### src/rtl/dct8_transpose_pp_if.sv
// Row-in / column-out stream bundle for the ping-pong transpose buffer.
// Master drives rows and output readiness; slave returns columns and status.
interface dct8_transpose_pp_if #(
  parameter int DATA_W = 16,
  parameter int N      = 8
);
  logic                       valid_in;
  logic [N-1:0][DATA_W-1:0]   data_in;
  logic                       in_ready;
  logic                       valid_out;
  logic [N-1:0][DATA_W-1:0]   data_out;
  logic                       last_out;
  logic                       ready_out;
  logic                       overflow;

  modport master (
    output valid_in, data_in, ready_out,
    input  in_ready, valid_out, data_out, last_out, overflow
  );

  modport slave (
    input  valid_in, data_in, ready_out,
    output in_ready, valid_out, data_out, last_out, overflow
  );
endinterface

### src/rtl/dct8_transpose_pp.sv
// Two-bank NxN transpose buffer: rows written into one bank while the other is read out by column.
// Column 0 appears two cycles after the last row; ready_out stalls the output register, full banks drop rows.
module dct8_transpose_pp #(
  parameter int DATA_W = 16,
  parameter int N      = 8
) (
  input  logic                clk,
  input  logic                rst_n,
  dct8_transpose_pp_if.slave  io
);

  localparam int CW = (N > 1) ? $clog2(N) : 1;
  localparam logic [CW-1:0] LAST_IDX = CW'(N - 1);

  typedef logic [N-1:0][DATA_W-1:0] vec_t;
  typedef enum logic [1:0] {
    BANK_EMPTY,
    BANK_FILLING,
    BANK_FULL,
    BANK_READING
  } bank_st_e;

  bank_st_e bank_st_q [2];
  bank_st_e bank_st_d [2];

  logic                               wr_sel_q, wr_sel_d;
  logic                               rd_sel_q, rd_sel_d;
  logic [CW-1:0]                      wr_row_q, wr_row_d;
  logic [CW-1:0]                      rd_col_q, rd_col_d;
  logic [1:0][N-1:0][N-1:0][DATA_W-1:0] mem_q, mem_d;
  vec_t                               data_out_q, data_out_d;
  logic                               valid_out_q, valid_out_d;
  logic                               last_out_q, last_out_d;
  logic                               overflow_q, overflow_d;
  logic                               in_ready;
  logic                               rd_avail;
  logic                               out_load;
  vec_t                               rd_col_vec;

  assign in_ready = (bank_st_q[wr_sel_q] == BANK_EMPTY) ||
                    (bank_st_q[wr_sel_q] == BANK_FILLING);
  assign rd_avail = (bank_st_q[rd_sel_q] == BANK_FULL) ||
                    (bank_st_q[rd_sel_q] == BANK_READING);
  assign out_load = !valid_out_q || io.ready_out;

  always_comb begin
    rd_col_vec = '0;
    for (int r = 0; r < N; r++) begin
      rd_col_vec[r] = mem_q[rd_sel_q][r][rd_col_q];
    end
  end

  always_comb begin
    bank_st_d[0] = bank_st_q[0];
    bank_st_d[1] = bank_st_q[1];
    wr_sel_d     = wr_sel_q;
    rd_sel_d     = rd_sel_q;
    wr_row_d     = wr_row_q;
    rd_col_d     = rd_col_q;
    mem_d        = mem_q;
    data_out_d   = data_out_q;
    valid_out_d  = valid_out_q;
    last_out_d   = last_out_q;
    overflow_d   = overflow_q;

    // Write side only ever owns an EMPTY/FILLING bank, read side a FULL/READING one,
    // so the two updates below never touch the same bank state.
    if (io.valid_in) begin
      if (in_ready) begin
        mem_d[wr_sel_q][wr_row_q] = io.data_in;
        if (wr_row_q == LAST_IDX) begin
          bank_st_d[wr_sel_q] = BANK_FULL;
          wr_sel_d            = !wr_sel_q;
          wr_row_d            = '0;
        end else begin
          bank_st_d[wr_sel_q] = BANK_FILLING;
          wr_row_d            = wr_row_q + 1'b1;
        end
      end else begin
        overflow_d = 1'b1;
      end
    end

    if (out_load) begin
      if (rd_avail) begin
        data_out_d  = rd_col_vec;
        valid_out_d = 1'b1;
        last_out_d  = (rd_col_q == LAST_IDX);
        if (rd_col_q == LAST_IDX) begin
          bank_st_d[rd_sel_q] = BANK_EMPTY;
          rd_sel_d            = !rd_sel_q;
          rd_col_d            = '0;
        end else begin
          bank_st_d[rd_sel_q] = BANK_READING;
          rd_col_d            = rd_col_q + 1'b1;
        end
      end else begin
        valid_out_d = 1'b0;
        last_out_d  = 1'b0;
      end
    end
  end

  always_ff @(posedge clk or negedge rst_n) begin
    if (!rst_n) begin
      bank_st_q[0] <= BANK_EMPTY;
      bank_st_q[1] <= BANK_EMPTY;
      wr_sel_q     <= 1'b0;
      rd_sel_q     <= 1'b0;
      wr_row_q     <= '0;
      rd_col_q     <= '0;
      mem_q        <= '0;
      data_out_q   <= '0;
      valid_out_q  <= 1'b0;
      last_out_q   <= 1'b0;
      overflow_q   <= 1'b0;
    end else begin
      bank_st_q[0] <= bank_st_d[0];
      bank_st_q[1] <= bank_st_d[1];
      wr_sel_q     <= wr_sel_d;
      rd_sel_q     <= rd_sel_d;
      wr_row_q     <= wr_row_d;
      rd_col_q     <= rd_col_d;
      mem_q        <= mem_d;
      data_out_q   <= data_out_d;
      valid_out_q  <= valid_out_d;
      last_out_q   <= last_out_d;
      overflow_q   <= overflow_d;
    end
  end

  assign io.in_ready  = in_ready;
  assign io.valid_out = valid_out_q;
  assign io.data_out  = data_out_q;
  assign io.last_out  = last_out_q;
  assign io.overflow  = overflow_q;

endmodule

### src/flat_wrapper.sv
// flat-port wrapper written by rule: the top's interface ports become plain ports
module dct8_transpose_pp_flat 
#(
  parameter int DATA_W = 16,
  parameter int N      = 8
)
  (clk, rst_n, io_valid_in, io_data_in, io_ready_out, io_in_ready, io_valid_out, io_data_out, io_last_out, io_overflow);
  dct8_transpose_pp_if #(.DATA_W(DATA_W), .N(N)) io_i ();
  input  logic clk;
  input  logic rst_n;
  input wire logic [$bits(io_i.valid_in)-1:0] io_valid_in;
  input wire logic [$bits(io_i.data_in)-1:0] io_data_in;
  input wire logic [$bits(io_i.ready_out)-1:0] io_ready_out;
  output wire logic [$bits(io_i.in_ready)-1:0] io_in_ready;
  output wire logic [$bits(io_i.valid_out)-1:0] io_valid_out;
  output wire logic [$bits(io_i.data_out)-1:0] io_data_out;
  output wire logic [$bits(io_i.last_out)-1:0] io_last_out;
  output wire logic [$bits(io_i.overflow)-1:0] io_overflow;
  assign io_i.valid_in = io_valid_in;
  assign io_i.data_in = io_data_in;
  assign io_i.ready_out = io_ready_out;
  assign io_in_ready = io_i.in_ready;
  assign io_valid_out = io_i.valid_out;
  assign io_data_out = io_i.data_out;
  assign io_last_out = io_i.last_out;
  assign io_overflow = io_i.overflow;
  dct8_transpose_pp #(.DATA_W(DATA_W), .N(N)) u_core (.clk(clk), .rst_n(rst_n), .io(io_i));
endmodule
### config.mk
export PLATFORM = sky130hd
export DESIGN_NAME = dct8_transpose_pp_flat
export DESIGN_NICKNAME = d
export VERILOG_FILES = /design/src/rtl/dct8_transpose_pp_if.sv /design/src/rtl/dct8_transpose_pp.sv /design/src/flat_wrapper.sv
export SDC_FILE = /design/constraint.sdc
export NUM_CORES = 2
export LEC_CHECK = 0
export CORE_MARGIN = 10
export CORE_UTILIZATION = 46
export CTS_CLUSTER_SIZE = 24
export DETAILED_ROUTE_END_ITERATION = 16
export GPL_ROUTABILITY_DRIVEN = 0
export PLACE_DENSITY = 0.7
export RECOVER_POWER = 100
export SLEW_MARGIN = 25
export SYNTH_ARGS = -nofsm -noshare
export SYNTH_HDL_FRONTEND = slang
export SYNTH_SLANG_ARGS = --single-unit
### constraint.sdc
create_clock -name clk -period 3.9 [get_ports clk]
set_clock_uncertainty 0.1 [all_clocks]
set_input_delay 0.585 -clock clk [delete_from_list [all_inputs] [get_ports clk]]
set_output_delay 0.585 -clock clk [all_outputs]
set_load 0.005 [all_outputs]
; ---- Word level (Yosys, flattened, before mapping)
; Index checks and enable logic that the tools add are counted.
; W data, S select, Z words.
[word_totals]
register_bits = 2191
in_bits = 132
out_inout_bits = 132
word_cells = 233
[op_classes]
n_addsub = 2
order_cmp = 10
n_eq_ne = 5
mux = 43
bitwise = 12
n_reduce_logical = 16
[ops]
columns = operator, count
row1 = $mux W1024, 3
row2 = $bwmux W2048, 1
row3 = $demux W1024 S1, 1
row4 = $bmux W16 S3, 8
row5 = $demux W128 S3, 1
row6 = $mux W128, 1
row7 = $mux W16, 8
row8 = $mux W4, 6
row9 = $mux W2, 8
row10 = $lt A3 B4 Y1 const B, 2
row11 = $add A3 B1 Y3 const B, 2
row12 = $eq A3 B3 Y1 const B, 2
row13 = $mux W3, 2
row14 = $reduce_and A2 Y1, 3
row15 = $reduce_and A3 Y1, 2
row16 = $and A2 B2 Y2, 2
row17 = $and A4 B4 Y4, 1
row18 = $demux W2 S1, 2
row19 = $eq A2 B2 Y1 const B, 2
row20 = $ge A2 B2 Y1 const B, 2
row21 = $logic_and A1 B1 Y1, 4
row22 = $lt A1 B2 Y1 const B, 2
row23 = $lt A2 B1 Y1 const B, 2
row24 = $not A1 Y2, 2
row25 = other kinds (12), 19

; ---- Longest topological paths before layout
[depth]
word_depth = 14
mapped_depth = 8
ltp_nobuf = 5

; ---- Worst setup path after synthesis
; No wires, ideal clock.
[synth_timing]
path_type = input to register
from = input port io_valid_in
to = register u_core.mem_q[768] (netlist name)
setup_time_ps = 125
arrival_time_ps = 1761
required_ps = 3675
slack_ps = 1914
path_stages = 6
path_buffers = 2
cell_sequence = inv_1 > nor4_2 > nor2b_1 > buf_4 > buf_6 > mux2_2
[synth_via]
elab_chain_len = 1
[synth_rtl]
columns = element, line_no
row1 = from (decl), flat_wrapper.sv:11  ; input wire logic [$bits(io_i.valid_in)-1:0] io_valid_in;
row2 = $reduce_and A2 Y1 (no source line), --
row3 = to (signal assigned), dct8_transpose_pp.sv:124  ; mem_q <= mem_d;
row4 = to (decl), dct8_transpose_pp.sv:30  ; logic [1:0][N-1:0][N-1:0][DATA_W-1:0] mem_q, mem_d;
; No other way between the ends.
; A chain may end at the register's enable or synchronous reset.

; ---- Worst setup path after layout
[layout_timing]
from = register u_core.rd_sel_q
to = register u_core.data_out_q (netlist bit u_core.io.data_out[95])
[layout_via]
elab_chain_len = 7
elab_cells_between_ends = 12
cone_classes = eq/ne (2) / mux (7) / bitwise (1) / reduce/logical (2)
[layout_rtl]
columns = element, line_no
row1 = from (decl), dct8_transpose_pp.sv:27  ; logic rd_sel_q, rd_sel_d;
row2 = from (signal assigned), dct8_transpose_pp.sv:121  ; rd_sel_q <= rd_sel_d;
row3 = $not A1 Y2 (not written as such), "dct8_transpose_pp.sv:42, dct8_transpose_pp.sv:43"
row4 = $mux W2 (not written as such) (3 in a row), "dct8_transpose_pp.sv:42, dct8_transpose_pp.sv:43"
row5 = "$eq A2 B2 Y1, on equally long branches", "dct8_transpose_pp.sv:42, dct8_transpose_pp.sv:43"
row6 = $logic_or A1 B1 Y1, dct8_transpose_pp.sv:42  ; assign rd_avail = (bank_st_q[rd_sel_q] == BANK_FULL) ||
row7 = $reduce_and A2 Y1 (no source line), --
row8 = to (signal assigned), dct8_transpose_pp.sv:125  ; data_out_q <= data_out_d;
row9 = to (decl), dct8_transpose_pp.sv:31  ; vec_t data_out_q, data_out_d;
; Several ways; a longest one is shown, not always the timed one. The select of a mux whose other input is x is not followed.

==> results.json <==
{
  "p_total_w": 0.09560,
  "grt.overflow.total": 0,
  "worstSetupPathType": "reg -> reg",
  "slew_viol_final": 2070,
  "maxSlewHeadroom": -0.6420,
  "start_util": 0.4616,
  "startpoint_type": "flop",
  "cpPeakStageDelay_ns": 1.14,
  "fin_cells": 8994,
  "syn2layout_area_growth_pct": 12.60,
  "grt_pass1_wl_um": 416200,
  "antenna_found_initial": 51,
  "dp_hpwl_um": 184600,
  "failed_checks": "capacitance limit, slew limit",
  "grt_max_degree": 137,
  "utilization": 0.5197,
  "drt-total-wl_um": 283700,
  "ys_types": 34,
  "clkSlewWorstSetupHoldPaths_ns": 0.06,
  "yosys_most_used_dff": "dfrtp_1",
  "syn_inst": 5879,
  "ys_top_cells_by_area": "dfrtp_1 (57%), mux2_2 (25%), mux4_2 (12%), o22ai_1 (1.7%), buf_2 (1.2%)",
  "root_buffer": "clkbuf_16",
  "numCtsBuffers": 223,
  "multiInputGateArea_um2": 38680,
  "die_height_um": 478.1,
  "layout-drive-gt1-share": 0.5214,
  "worstSkewPairLatency_ns": 0.85,
  "crit_fanout": 31,
  "ys_ff_latch": 2189,
  "htreeDepth": 4,
  "drt_iter0_markers": 3848,
  "worstPathCellList": "mux2_1, nand4_1, buf_2, o22ai_1, nor2_1",
  "synth_top_cell_by_area": "dfrtp_1",
  "rows": 168,
  "timing.max_cap.violations": 34,
  "cellPowerDensity_nw_per_um2": 879.5,
  "synth_edf_count": 0,
  "fill_cells": 16845,
  "routed_via_density": 6.077,
  "fin_nets": 6131,
  "dp.cells": 8573,
  "synth_warnings": 0,
  "critPathArrivalTime_ns": 4.22,
  "die_x_um": 478.1,
  "cts_tree": "built",
  "ant_nets": 0,
  "setup-tns-final_ns": 0,
  "synth_most_common_cell": "dfrtp_1",
  "dieArea_um2": 228600,
  "syn_area_um2": 96540,
  "io_buffers": 263,
  "via_count": 54661,
  "seq_area_frac_synth": 0.5674,
  "seq_area_um2": 54790,
  "status": "finished, violations left",
  "syn_nets": 6016,
  "drt_drc_violations_left": 0,
  "slowest_stage": "dfrtp_1",
  "grt_pass1_vias": 57665,
  "clock_path_buffers": 3,
  "post_cts_resized": 0,
  "grt_setup_unrepaired": "false",
  "coreArea_um2": 209200,
  "crit_path_start": "u_core.rd_sel_q$_DFFE_PN0P_",
  "synthDominantCellAreaShare": 0.5674,
  "hp-class": "in -> async",
  "place_ws_ns": 0.5223,
  "synth_common_cells": "dfrtp_1 (2189), mux2_2 (2179), mux4_2 (512)",
  "avgSynthCellArea_um2": 16.42,
  "io-pin-count": 264,
  "clock_sinks": 2189,
  "fmax_mhz": 282.4,
  "setup_viol": 0,
  "hold_viol": 0,
  "setup_slack_ns": 0.3594,
  "leakage_nw": 47.38,
  "worst_pin_slew_ns": 2.463,
  "finalCriticalPeriod_ns": 3.541,
  "track_usage": 0.2455,
  "finalCritPeriodShare": 0.9078,
  "crit_required_ns": 4.57,
  "critPathCaptureType": "flop",
  "reg2reg_from": "u_core.rd_sel_q$_DFFE_PN0P_",
  "ir_worst_vdd_mv": 0.5051,
  "wl_per_cell_um": 31.54,
  "cpLargestDelayFamily": "flip-flops",
  "critPathBufInv": 1,
  "drt-pass1-iter-count": 7,
  "synthArstFlopShare": 1.000
}
## what timing repair did
action,4_1_cts,5_1_grt
hold buffers,1,0
setup buffers,0,0
endpoints found under the setup margin,0,0
endpoints found under the hold margin,648,0
## state kept, by name (all words and copies together) (netlist names)
name,count
u_core.mem_q,2048
u_core.io.data_out,128
u_core.rd_col_q,3
u_core.wr_row_q,3
u_core.bank_st_q,2
u_core.io.last_out,1
u_core.io.overflow,1
u_core.io.valid_out,1
u_core.rd_sel_q,1
u_core.wr_sel_q,1
## stage by stage
step                hold slack (ns)  instance area (um2)
floorplan                    0.1894                96540
global placement             0.3689               102000
detailed placement           0.3665               101900
CTS                          0.1504               109400
global route                 0.1576               108700
finish                       0.1690               108700
## metal layers
layer | vias to the layer above | routed length (um) | GRT usage
li1 | 22280 | - | -
met1 | 30499 | 116800 | 0.3219
met2 | 1382 | 139700 | 0.4075
met3 | 474 | 13980 | 0.04219
met4 | 26 | 12960 | 0.09770
met5 | - | 178 | 0
## final timing paths
path | end | slack, ns | depth (start not counted)
worst min register to register | u_core.mem_q[1063]$_DFFE_PN0P_ | 0.40 | 1
worst max-delay path | u_core.io.data_out[95]$_DFFE_PN0P_ | 0.36 | 5
worst max register to register | u_core.io.data_out[95]$_DFFE_PN0P_ | 0.36 | 5
max in group asynchronous | u_core.mem_q[1199]$_DFFE_PN0P_ | 0.75 | 4
min in group clk | u_core.mem_q[1875]$_DFFE_PN0P_ | 0.28 | 2
worst min-delay path | u_core.mem_q[1282]$_DFFE_PN0P_ | 0.17 | 2
## logic make-up (layout without fill, tap and decap cells)
group	count (synthesis)	after routing	synth area share
other	0	8	0
AO/OA/AOI/OAI	317	317	0.01986
AND/OR/NAND/NOR	127	127	0.005923
XOR/XNOR	1	1	0.00009074
multiplexers	2692	2692	0.3737
flip-flops	2189	2189	0.5674
adder cells (fa/ha/maj)	5	5	0.0006480
buffers and inverters	548	850	0.03237
## power breakdown
group	total (W)	internal, W	switching (W)
clock network	0.0216	0.0126	0.00903
logic	0.0344	0.0196	0.0148
registers	0.0396	0.0334	0.00628
total	0.0956	0.0655	0.0301
## cell type report
type / instances / share of cell area
Sequential cell: 2189 / 0.5040
Antenna cell: 8 / 0.0001842
Timing Repair Buffer: 435 / 0.03878
Clock inverter: 51 / 0.004719
Clock buffer: 361 / 0.06409
Inverter: 3 / 0.0001036
Tap cell: 2805 / 0.03229
Multi-Input combinational cell: 3142 / 0.3558
## placed cells by master, fill, tap and decap left out, types with 3 or more instances in the layout
master	synthesis	routed
dlygate4sd3_1	0	133
inv_16	0	3
mux2_2	2179	2174
clkbuf_8	0	74
o22ai_1	256	256
diode_2	0	8
a21oi_1	52	52
nand2_1	19	17
mux4_2	512	512
clkinv_8	0	4
buf_12	0	46
nor2b_1	5	5
nor3_1	3	3
inv_1	3	3
o21ai_0	4	4
clkbuf_1	192	84
buf_2	233	31
nor2_1	80	79
bufinv_16	0	6
buf_4	17	52
clkbuf_4	0	13
clkbuf_16	0	229
mux2_1	0	5
dfrtp_1	2189	2187
clkbuf_2	0	28
inv_6	0	3
clkinv_2	0	33
ha_1	5	5
clkdlybuf4s50_1	0	103
Note: power is estimated with default switching activity, not from simulation.
